## config.mk

```make
export PLATFORM = sky130hd
export DESIGN_NAME = full_adder
export DESIGN_NICKNAME = d
export VERILOG_FILES = /design/src/rtl/full_adder_bit.sv /design/src/rtl/full_adder.sv
export SDC_FILE = /design/constraint.sdc
export NUM_CORES = 1
export LEC_CHECK = 0
export CORE_AREA = 2 2 39 41
export DETAILED_ROUTE_END_ITERATION = 7
export DIE_AREA = 0 0 41 43
export SLEW_MARGIN = 20
export SYNTH_ARGS = -nofsm -noshare
export SYNTH_HDL_FRONTEND = slang
export SYNTH_SLANG_ARGS = --single-unit
```

## constraint.sdc

```tcl
create_clock -name clk -period 0.85 [get_ports clk]
set_clock_uncertainty 0.05 [all_clocks]
set_input_delay 0.17 -clock clk [delete_from_list [all_inputs] [get_ports clk]]
set_output_delay 0.17 -clock clk [all_outputs]
set_load 0.01 [all_outputs]
```

## src/rtl/full_adder_bit.sv

```systemverilog
// Purpose : single-bit full-adder cell, the ripple element of full_adder.
// Latency : purely combinational, zero cycles.
// Backpressure: none; no handshake of any kind.
//
// Ports:
//   a, b  - operand bits
//   cin   - carry into this bit position
//   sum   - a ^ b ^ cin
//   cout  - carry out of this bit position (majority of a, b, cin)
module full_adder_bit (
  input  logic a,
  input  logic b,
  input  logic cin,
  output logic sum,
  output logic cout
);

  // The propagate term is shared by the sum and the carry.
  logic w_prop;

  assign w_prop = a ^ b;
  assign sum    = w_prop ^ cin;
  // Generate when both operand bits are set; otherwise propagate the incoming carry.
  assign cout   = (a & b) | (cin & w_prop);

endmodule

```

## src/rtl/full_adder.sv

```systemverilog
// Purpose : WIDTH-bit ripple-carry adder with a combinational result and a
//           registered, valid-qualified copy of the same result.
// Latency : sum/cout zero cycles; sum_q/cout_q/out_valid one cycle.
// Backpressure: none; one result per cycle, qualified only by in_valid.
//
// Ports:
//   clk, rst         - rising-edge clock, asynchronous active-high reset
//   a, b             - unsigned WIDTH-bit operands
//   cin              - carry-in (weight 1)
//   in_valid         - qualifies a/b/cin for the registered path
//   sum, cout        - combinational {cout, sum} = a + b + cin
//   sum_q, cout_q    - registered sum/cout, held while in_valid is low
//   out_valid        - sum_q/cout_q were loaded on the most recent edge
module full_adder #(
  parameter int WIDTH = 1
) (
  input  logic             clk,
  input  logic             rst,
  input  logic [WIDTH-1:0] a,
  input  logic [WIDTH-1:0] b,
  input  logic             cin,
  input  logic             in_valid,
  output logic [WIDTH-1:0] sum,
  output logic             cout,
  output logic [WIDTH-1:0] sum_q,
  output logic             cout_q,
  output logic             out_valid
);

  localparam logic [WIDTH-1:0] RST_SUM = '0;

  // Carry chain: w_carry[0] is the external carry-in, w_carry[WIDTH] is cout.
  logic [WIDTH:0]   w_carry;
  logic [WIDTH-1:0] w_sum;

  logic [WIDTH-1:0] r_sum_q;
  logic             r_cout_q;
  logic             r_out_valid;

  assign w_carry[0] = cin;

  for (genvar i = 0; i < WIDTH; i++) begin : g_bit
    full_adder_bit u_bit (
      .a    (a[i]),
      .b    (b[i]),
      .cin  (w_carry[i]),
      .sum  (w_sum[i]),
      .cout (w_carry[i+1])
    );
  end

  assign sum  = w_sum;
  assign cout = w_carry[WIDTH];

  // Result registers load only on a valid edge, while the valid flag
  // tracks in_valid every edge so a stale held result is never flagged.
  always_ff @(posedge clk or posedge rst) begin
    if (rst) begin
      r_sum_q     <= RST_SUM;
      r_cout_q    <= 1'b0;
      r_out_valid <= 1'b0;
    end else begin
      r_out_valid <= in_valid;
      if (in_valid) begin
        r_sum_q  <= w_sum;
        r_cout_q <= w_carry[WIDTH];
      end
    end
  end

  assign sum_q     = r_sum_q;
  assign cout_q    = r_cout_q;
  assign out_valid = r_out_valid;

endmodule

```

==> results by group <==
Clock tree
  – Worst-path clk slew: 40 ps
  – Clock tree from TritonCTS: yes
  – Count of buffers added by post-CTS timing repair for setup: 0
  – Source-to-sink clock delay at the later pin of the worst-skew pair: about 230 ps
  – Clock root buffer: clkbuf_4
  – Number of buffers inserted during clock tree synthesis: 3
  – Clk sink count: 3
  – Number of H-tree branching levels: 1
  – Maximum root-to-sink buffer count: 2

Placed design
  – Dpl cell area: ~270 um2
  – Count of input and output buffers: 10
  – Final Wtd Congestion: roughly 0.6

Power and ir drop
  – NetSw: about 140 uW
  – Logic pwr share: a little over a quarter
  – P per Cell Area: 2008 nW/um2
  – Clk network pwr share: 43.5%
  – Worst vdd ir: between 0.3 and 0.4 mV
  – Leakage power: 0.1431 nW
  – P_int: 440.6 uW
  – Switching share of power: 23.74%
  – Fraction of power consumed by sequential logic: 29.4%

Worst setup path
  – Worst reg2reg path endpoint: sum_q$_DFFE_PP0P_
  – FF-to-FF Start: sum_q$_DFFE_PP0P_
  – End of the critical path: sum
  – Crit. Startpoint: a
  – CP endpoint kind: output port
  – Critical setup path kind: in2out
  – Slack of the worst reg-to-reg path: -70 ps
  – Element type at the critical path start: input port
  – Worst EP arrival: 950 ps
  – Worst r2r path cells: 2
  – Data required time of the worst path: 630 ps
  – CP max FO: 2

Yosys
  – Post-synthesis async set-or-reset flop share: 100.0%
  – Proportion of netlist area held by the largest area contributor: between 60% and 70%
  – Flip-flop and latch count after synthesis: 3
  – Dominant register cell in the synthesized netlist: dfrtp_1
  – Post-Synthesis Cell Area: around 120 um2
  – Number of nets in the synthesized netlist: 14
  – Synth area leaders: dfrtp_1 (62%), mux2_2 (19%), fa_1 (16%)
  – Number of warnings reported in the yosys synthesis log: 0
  – Post-synthesis instance total: 7
  – Average footprint of a synthesized cell: ~17 um2
  – Cell types with the highest counts after synthesis: dfrtp_1 (3), mux2_2 (2), fa_1 (1), inv_1 (1)
  – Number of flops mapped to enable cells by yosys: 0
  – Area leader, netlist: dfrtp_1
  – Distinct cell type count after synthesis: 4
  – Most frequent cell after synthesis: dfrtp_1
  – Register area share after synthesis: around three fifths

Run
  – Count of maximum capacitance violations: 0

Die
  – Area inside the core boundary: between 1000 and 1500 um2
  – Area of the die: about 1800 um2
  – Core Rows: 14
  – IO Count: 11
  – Horizontal die dimension: approximately 41 um
  – Die height: 43 um
  – Initial Util: slightly below 9%

Detailed routing
  – Count of routing violations after the opening detailed-route iteration: 1
  – DRC violations left: 0
  – Number of iterations in the first detailed-routing pass: 2
  – Wire length per cell: around 8.5 um
  – Post-detailed-route via-to-cell ratio: slightly above 3
  – Vias after detailed routing: roughly 120
  – Number of antenna-violating nets in the routed design: 0
  – Total Wirelength: roughly 340 um

STA
  – Highest achievable clock rate: about 0.86 GHz
  – Final worst-path setup slack: -315.6 ps
  – Unrepaired setup endpoints after global routing: true
  – Final Cycle Share: 137.1%
  – Fin. Hold Viols: 0
  – Worst-case hold slack: roughly 62 ps
  – Final max-slew violation count: 0
  – Max-Slew Margin vs Limit: 90.35%
  – Actual slew at the worst max-slew pin: 144.7 ps
  – Final critical path time including I/O delays and setup: between 1000 and 1500 ps
  – Setup Viol. Count Final: 7

Final layout
  – Number of fillers in the final layout: between 150 and 200
  – Diode count: 0
  – Fraction of layout cells with a size suffix above 1: roughly 71%
  – Area added between synthesis and finish: 137.1%
  – Final layout net count: 32
  – Post-Layout Inst Area: approximately 290 um2

Min path
  – Kind of path behind the tightest hold check: in2async

Run status
  – Outcome: complete, but fails checks
  – Violations in the final reports: negative setup slack

Global route
  – Maximum number of pins on one net before global-route repair: 4
  – Wire length of the first global-routing pass: between 500 and 600 um
  – Overall fraction of global-route tracks in use: about 5.8%
  – Vias in the first global route: between 150 and 200
  – Initial antenna violation count: 0
  – Total congestion overflow after global routing: 0
-- cell usage in the layout (no fill, tap or decap), drive strengths merged --
| cell type | synthesis | layout |
|---|---|---|
| inv | 1 | 1 |
| dlygate4sd2 | 0 | 1 |
| mux2 | 2 | 2 |
| clkbuf | 0 | 4 |
| clkdlybuf4s50 | 0 | 1 |
| buf | 0 | 11 |
| fa | 1 | 1 |
| dfrtp | 3 | 3 |
-- stage by stage --
step	setup TNS (ps)	util, %	total power [mW]	setup slack [ps]	std cells
3_3_place_gp	-3988	19.80	0.3394	-1101	36
5_1_grt	-1124	20.80	0.6111	-327.5	40
3_5_place_dp	-4095	19.80	0.3444	-1116	36
2_1_floorplan	-526.4	-	0.2281	-246.2	7
6_report	-984.5	20.80	0.5778	-315.6	40
4_1_cts	-1019	20.80	0.5972	-320.8	40
-- sequential cells by signal, summed over array words and instances, names as in the netlist --
| name | flops |
|---|---|
| sum_q | 1 |
| out_valid | 1 |
| cout_q | 1 |
-- critical path, cell delays in order --
cell and delay, ps:
buf_6 90, fa_2 580, buf_6 100
-- worst min-delay path by stage --
stage	startpoint	to	slack [ps]	cells after the start
final	rst	out_valid$_DFF_PP0_	60	2
after global placement	rst	out_valid$_DFF_PP0_	290	2
after detailed placement	rst	out_valid$_DFF_PP0_	300	2
after global routing	rst	out_valid$_DFF_PP0_	80	2
after CTS	rst	out_valid$_DFF_PP0_	60	2
after floorplan	rst	cout_q$_DFFE_PP0P_	-130	1
-- timing repair --
action                     4_1_cts  5_1_grt
pin swaps                        1        0
gates resized for setup         38        0
hold buffers                     0        0
setup endpoints to repair        7        7
-- metal layers --
layer	vias up	routed length [um]	GRT usage [%]	part of all wire [%]
met1	50	115	4.886	34
met3	2	72	3.665	21
met5	-	0	0	0
met4	0	19	10.00	5.6
met2	13	132	6.563	39
li1	57	-	-	-
-- layout make-up --
| class | instances | area [um2] | share of cell area, % |
|---|---|---|---|
| Timing Repair Buffer | 13 | 110.1 | 38.26 |
| Clock buffer | 4 | 26.28 | 9.130 |
| Tap cell | 16 | 20.02 | 6.957 |
| Multi-Input combinational cell | 3 | 52.55 | 18.26 |
| Inverter | 1 | 3.754 | 1.304 |
| Sequential cell | 3 | 75.07 | 26.09 |
-- power groups by stage --
stage | sequential (mW) | combinational (mW) | clock [mW]
after CTS | 0.171 | 0.160 | 0.266
final | 0.170 | 0.157 | 0.251
after global routing | 0.173 | 0.170 | 0.268
after global placement | 0.171 | 0.169 | 0
after detailed placement | 0.173 | 0.171 | 0
after floorplan | 0.181 | 0.0474 | 0
-- kinds of logic (layout without fill, tap and decap cells) --
kind of cell	after synthesis	after routing	share of synthesized area (%)
buf+inv	1	18	3.090
flops	3	3	61.85
fa+ha+maj	1	1	16.50
mux	2	2	18.56
Note: power is estimated with default switching activity, not from simulation.
